### src/rtl/rs232_rx_fifo.sv
// Receive-side byte FIFO behind the RS232 receiver: first-word-fall-through storage,
// CTS flow control with hysteresis and a sticky overflow flag.
module rs232_rx_fifo #(
  parameter int unsigned DEPTH_LOG2 = 4,
  parameter int unsigned HIGH_WATER = 12,
  parameter int unsigned LOW_WATER  = 8
) (
  input  logic                  clock,
  input  logic                  resetn,
  input  logic [7:0]            in_data,
  input  logic                  in_valid,
  output logic [7:0]            out_data,
  output logic                  out_valid,
  input  logic                  out_ready,
  output logic                  rs232_ctsn,
  output logic                  overflow,
  input  logic                  clear_overflow,
  output logic [DEPTH_LOG2:0]   level
);

  localparam int unsigned DEPTH = 2 ** DEPTH_LOG2;
  localparam int unsigned LW    = DEPTH_LOG2 + 1;
  localparam int unsigned PW    = DEPTH_LOG2;

  if (!((LOW_WATER < HIGH_WATER) && (HIGH_WATER <= DEPTH))) begin : g_bad_params
    $error("rs232_rx_fifo: watermarks must satisfy LOW_WATER < HIGH_WATER <= 2**DEPTH_LOG2");
  end

  logic [7:0]    mem [DEPTH];
  logic [PW-1:0] rd_ptr;
  logic [PW-1:0] wr_ptr;
  logic          full;
  logic          push;
  logic          pop;
  logic          drop;
  logic [LW-1:0] level_next;

  // A full FIFO still accepts a byte when the head leaves in the same cycle.
  always_comb begin
    full       = (level == LW'(DEPTH));
    pop        = out_valid && out_ready;
    push       = in_valid && (!full || pop);
    drop       = in_valid && full && !pop;
    level_next = level;
    if (push && !pop) begin
      level_next = level + LW'(1);
    end else if (pop && !push) begin
      level_next = level - LW'(1);
    end
  end

  assign out_valid = (level != '0);
  assign out_data  = mem[rd_ptr];

  // Storage is intentionally not reset; contents are qualified by level.
  always_ff @(posedge clock) begin
    if (push) begin
      mem[wr_ptr] <= in_data;
    end
  end

  always_ff @(posedge clock or negedge resetn) begin
    if (!resetn) begin
      level  <= '0;
      rd_ptr <= '0;
      wr_ptr <= '0;
    end else begin
      level <= level_next;
      if (push) begin
        wr_ptr <= wr_ptr + PW'(1);
      end
      if (pop) begin
        rd_ptr <= rd_ptr + PW'(1);
      end
    end
  end

  // Set beats clear so a drop in the clearing cycle is never lost.
  always_ff @(posedge clock or negedge resetn) begin
    if (!resetn) begin
      overflow <= 1'b0;
    end else if (drop) begin
      overflow <= 1'b1;
    end else if (clear_overflow) begin
      overflow <= 1'b0;
    end
  end

  // Hysteresis on the post-update level; between the marks the previous state holds.
  always_ff @(posedge clock or negedge resetn) begin
    if (!resetn) begin
      rs232_ctsn <= 1'b1;
    end else if (level_next >= LW'(HIGH_WATER)) begin
      rs232_ctsn <= 1'b1;
    end else if (level_next <= LW'(LOW_WATER)) begin
      rs232_ctsn <= 1'b0;
    end
  end

endmodule

### config.mk
export PLATFORM = sky130hd
export DESIGN_NAME = rs232_rx_fifo
export DESIGN_NICKNAME = d
export VERILOG_FILES = /design/src/rtl/rs232_rx_fifo.sv
export SDC_FILE = /design/constraint.sdc
export NUM_CORES = 1
export LEC_CHECK = 0
export CAP_MARGIN = 20
export CORE_MARGIN = 2
export CORE_UTILIZATION = 35
export DETAILED_ROUTE_END_ITERATION = 8
export GPL_TIMING_DRIVEN = 0
export MAX_ROUTING_LAYER = met4
export PLACE_DENSITY_LB_ADDON = 0.05
export SETUP_SLACK_MARGIN = 0.2
export SYNTH_ARGS = -nofsm -noshare
export SYNTH_HDL_FRONTEND = slang
export SYNTH_SLANG_ARGS = --single-unit
### constraint.sdc
create_clock -name clock -period 3.5 [get_ports clock]
set_input_delay 1.05 -clock clock [delete_from_list [all_inputs] [get_ports clock]]
set_output_delay 1.05 -clock clock [all_outputs]
set_load 0.01 [all_outputs]
* Word level (Yosys, flattened, before mapping)
Memory sizes are Yosys's and may differ from the RTL's.
Index checks and enable logic that the tools add are counted.
W data, S select, Z words.
** Word-level totals
- Bits in registers :: 15
- Bits in writable memories :: 128
- Logic and storage cells :: 34
- Memories :: 1
** Memories
- mem :: depth 16, bits a word 8, rd ports 1, clocked after memory_dff 0, wr ports 1, RTL line 29 : logic [7:0] mem [DEPTH];
** Cells by class
- Add/sub/neg operators :: 4
- Order comparisons :: 2
- Equality and inequality tests :: 1
- Mux-type cells :: 8
- Reductions and logical operators :: 13
** Operators by type and width (number)
- $mux W5 :: 2
- $add A4 B1 Y4 const B :: 2
- $logic_and A1 B1 Y1 :: 6
- $mux W1 :: 6
- $add A5 B1 Y5 const B :: 1
- $eq A5 B5 Y1 const B :: 1
- $ge A5 B4 Y1 const B :: 1
- $le A5 B4 Y1 const B :: 1
- $reduce_bool A5 Y1 :: 1
- $sub A5 B1 Y5 const B :: 1
- $reduce_bool A2 Y1 :: 2
- $logic_not A1 Y1 :: 3
- $logic_or A1 B1 Y1 :: 1

* Depth between registers and ports, before layout
- Depth in word-level cells :: 11
- Depth in mapped cells :: 8
- Mapped depth without buffers :: 7

* Least setup slack after synthesis
No wires, ideal clock.
- Path kind :: register -> output
- Start point :: reg rd_ptr[0]
- End point :: out out_data[0]
- Arrival :: 1992 ps
- Path slack :: 458 ps
- Stages on the path, launching flop included :: 5
- Buffers on the path :: 2
- Path through :: dfrtp_1 -> clkbuf_1 -> buf_2 -> mux4_2 -> mux4_2
** Between the ends
- Cells in the longest elaborated chain, start to end :: 1
** Ends and longest elaborated chain
- from (decl) :: RTL line 30 : logic [PW-1:0] rd_ptr;
- from (signal assigned) :: RTL line 73 : rd_ptr <= rd_ptr + PW'(1);
- $mem_v2 Z16 W8
- to (decl) :: RTL line 12 : output logic [7:0] out_data,
Every way passes these cells.

* Worst setup path after layout
- Start point :: reg rd_ptr[0]
- End point :: out out_data[4]
The elaborated chain is that of the path after synthesis.

==> results by group <==
Timing
  • Worst Skew: 0.00783 ns
  • Worst Setup Slack, final: 0.101 ns
  • Max frequency: 294 MHz
  • Final max-slew violation count: 0
  • Worst-Margin Slew: 0.863 ns
  • Slew margin rel.: 0.422
  • Minimum clock period: 3.40 ns
  • Final Hold Violating Endpoints: 0
  • Tcrit/Tclk final: 0.971
  • RSZ-0062 raised after global routing: yes
  • Final setup violation count: 0

Clock network
  • Clock Sinks: 143
  • H-tree lvl count: 4
  • Clk_lat worst skew: 0.42 ns
  • CTS buffer count: 17
  • TritonCTS clock tree: done
  • CTS clk-pin slew, worst paths: 0.06 ns
  • Clock Root Buffer: clkbuf_16
  • Clock Path Buffers: 2

Drt
  • WL met2: 5.38 mm
  • Drt pass-1 iters: 4
  • Routed len/inst: 20.2 µm
  • Vias per inst: 4.95
  • ANT nets after route: 0
  • DR iter-0 viols: 251
  • Drt drc: 0
  • Met1 wire length: 5.31 mm
  • Top sig layer: met4
  • Via count: 2799
  • DR WL met3: 574 µm
  • WL final: 11.4 mm

Floorplanning
  • Die area: 17400 µm²
  • Die width: 132 µm
  • # IOs: 29
  • Core ar.: 15900 µm²
  • Effective utilization at floorplan: 0.360
  • DIE HEIGHT: 132 µm
  • Row Count: 46

Yosys
  • Post-synth ARST share: 0.105
  • Syn_nets: 301
  • Unique masters post-synth: 39
  • Cell with the most instances after synthesis: edfxtp_1
  • Main synth FF type: edfxtp_1
  • Largest cells by area after synthesis: edfxtp_1, mux4_2, dfrtp_1, ha_1, xnor2_1
  • EDFF count, synth: 128
  • Number of synthesis warnings: 0
  • Yosys top cell area share: 0.671
  • Dominant cell type by area after synthesis: edfxtp_1
  • Post-synthesis sequential area ratio: 0.736
  • Post-Syn Area: 5730 µm²
  • Most frequent cells after synthesis: edfxtp_1, mux4_2, dfrtp_1, nor2_1, nand2_1
  • FF+latch count, synth: 143
  • Synth Instances: 281
  • Mean Syn Cell Area: 20.4 µm²

Job
  • MaxCap Viol Count: 0

Worst setup path
  • Crit-path max FO: 8
  • Worst setup path class: flip-flop to output pin
  • CP endpoint kind: output pin
  • Critical path arrival: 2.35 ns
  • CP startpoint kind: flip-flop
  • Critical Path RT: 2.45 ns

Cells and area
  • Antenna cells: 0
  • Non-Filler Instances: 566
  • Filler Cell Count: 1401
  • P&R area growth vs syn: 22.9%
  • Final nets: 357
  • Layout cell share with drive strength beyond 1: 0.291

Place
  • Port Buffer Count: 28
  • Detailed placement HPWL: 7.77 mm
  • DP Worst Slack: -0.414 ns
  • GP Congestion: 0.754
  • Placed cells: 525

GRT
  • Vias in the first global route: 2812
  • Antenna violations before repair: 0
  • Largest net degree at the start of global routing: 17
  • GRT overflow: 0
  • Total GRT Usage: 0.145
  • First-pass GRT wire length: 17.4 mm

Outcome
  • Status: completed

Hold path
  • HP Class: flip-flop to flip-flop

Power
  • P per Cell Area: 852 nW/µm²
  • Power, Total: 6000 µW
  • VDD IR max: 0.328 mV
  • Leak pwr: 0.00234 µW
cells in the final DEF, fill, tap and decap left out, drive strengths merged, types with 4 or more instances in the layout:
| cell type | instances |
|---|---|
| nand2 | 10 |
| buf | 29 |
| inv | 6 |
| nor2 | 14 |
| clkinv | 6 |
| xnor2 | 7 |
| mux4 | 40 |
| clkbuf | 26 |
| ha | 7 |
| clkdlybuf4s50 | 19 |
| nor3 | 5 |
| dfrtp | 14 |
| edfxtp | 128 |
| nand3 | 4 |
report_power, final:
part	total [µW]	switching, µW	internal (µW)
Combinational	2130	987	1150
Clock	1670	638	1040
Sequential	2200	88.4	2110
routing by layer:
layer / track usage / vias up
met4: 0.0598 / 0
li1: - / 1254
met2: 0.207 / 68
met3: 0.0423 / 12
met1: 0.194 / 1465
met5: - / -
state kept, by name, summed over array words and instances (netlist names):
register,flops
rd_ptr,4
mem,128
wr_ptr,4
rs232_ctsn,1
overflow,1
level,5
worst max-delay path, stage by stage, from the launching register on:
cell     delay (ns)
dfrtp_1        0.37
buf_8          0.15
buf_12         0.15
buf_12         0.11
mux4_2         0.51
mux4_2         0.50
buf_6          0.14
kinds of logic (layout without fill, tap and decap cells):
| group | count (synthesis) | count (layout) | synth area share |
|---|---|---|---|
| adder cells (fa/ha/maj) | 7 | 7 | 0.0153 |
| flip-flops | 143 | 143 | 0.736 |
| multiplexers | 42 | 42 | 0.161 |
| AND/OR/NAND/NOR | 47 | 47 | 0.0430 |
| AO/OA/AOI/OAI | 13 | 13 | 0.0164 |
| buffers and inverters | 21 | 90 | 0.0159 |
| XOR/XNOR | 8 | 8 | 0.0122 |
path summary, 6_finish.rpt:
kind | startpoint | endpoint | slack [ns] | depth (start not counted)
worst max-delay path | rd_ptr[0]$_DFFE_PN0N_ | out_data[4] | 0.10 | 6
worst min-delay path | overflow$_DFFE_PN0P_ | overflow$_DFFE_PN0P_ | 0.49 | 1
min in group asynchronous | resetn | level[3]$_DFF_PN0_ | 1.06 | 1
max in group asynchronous | resetn | level[0]$_DFF_PN0_ | 1.95 | 1
worst max register to register | level[1]$_DFF_PN0_ | mem[15][7]$_DFFE_PP_ | 0.86 | 7
worst min register to register | overflow$_DFFE_PN0P_ | overflow$_DFFE_PN0P_ | 0.49 | 1
what timing repair did:
item / 4_1_cts / 5_1_grt
gates cloned: 1 / 0
resized for setup: 67 / 4
pin swaps: 0 / 0
buffers inserted: 8 / 0
endpoints found under the setup margin: 9 / 8
hold buffers: 0 / 0
stage by stage:
stage	TNS [ns]	hold slack (ns)	utilization	instance area [µm²]
5_1_grt	0	0.511	0.442	7040
6_report	0	0.491	0.442	7040
4_1_cts	0	0.495	0.441	7030
3_5_place_dp	-4.51	0.482	0.395	6300
2_1_floorplan	0	0.532	-	5730
3_3_place_gp	-19.77	0.474	0.394	6280
cell type report:
| type | instances | area (µm²) | area share |
|---|---|---|---|
| clock buffers | 23 | 448 | 0.0636 |
| repair buffers | 37 | 399 | 0.0567 |
| inverters | 6 | 22.5 | 0.00320 |
| clock inverters | 9 | 92.6 | 0.0131 |
| flip-flops and latches | 143 | 4220 | 0.600 |
| multi-input cells | 117 | 1440 | 0.205 |
| plain buffers | 15 | 144 | 0.0204 |
| well taps | 216 | 270 | 0.0384 |
Note: power is estimated with default switching activity, not from simulation.
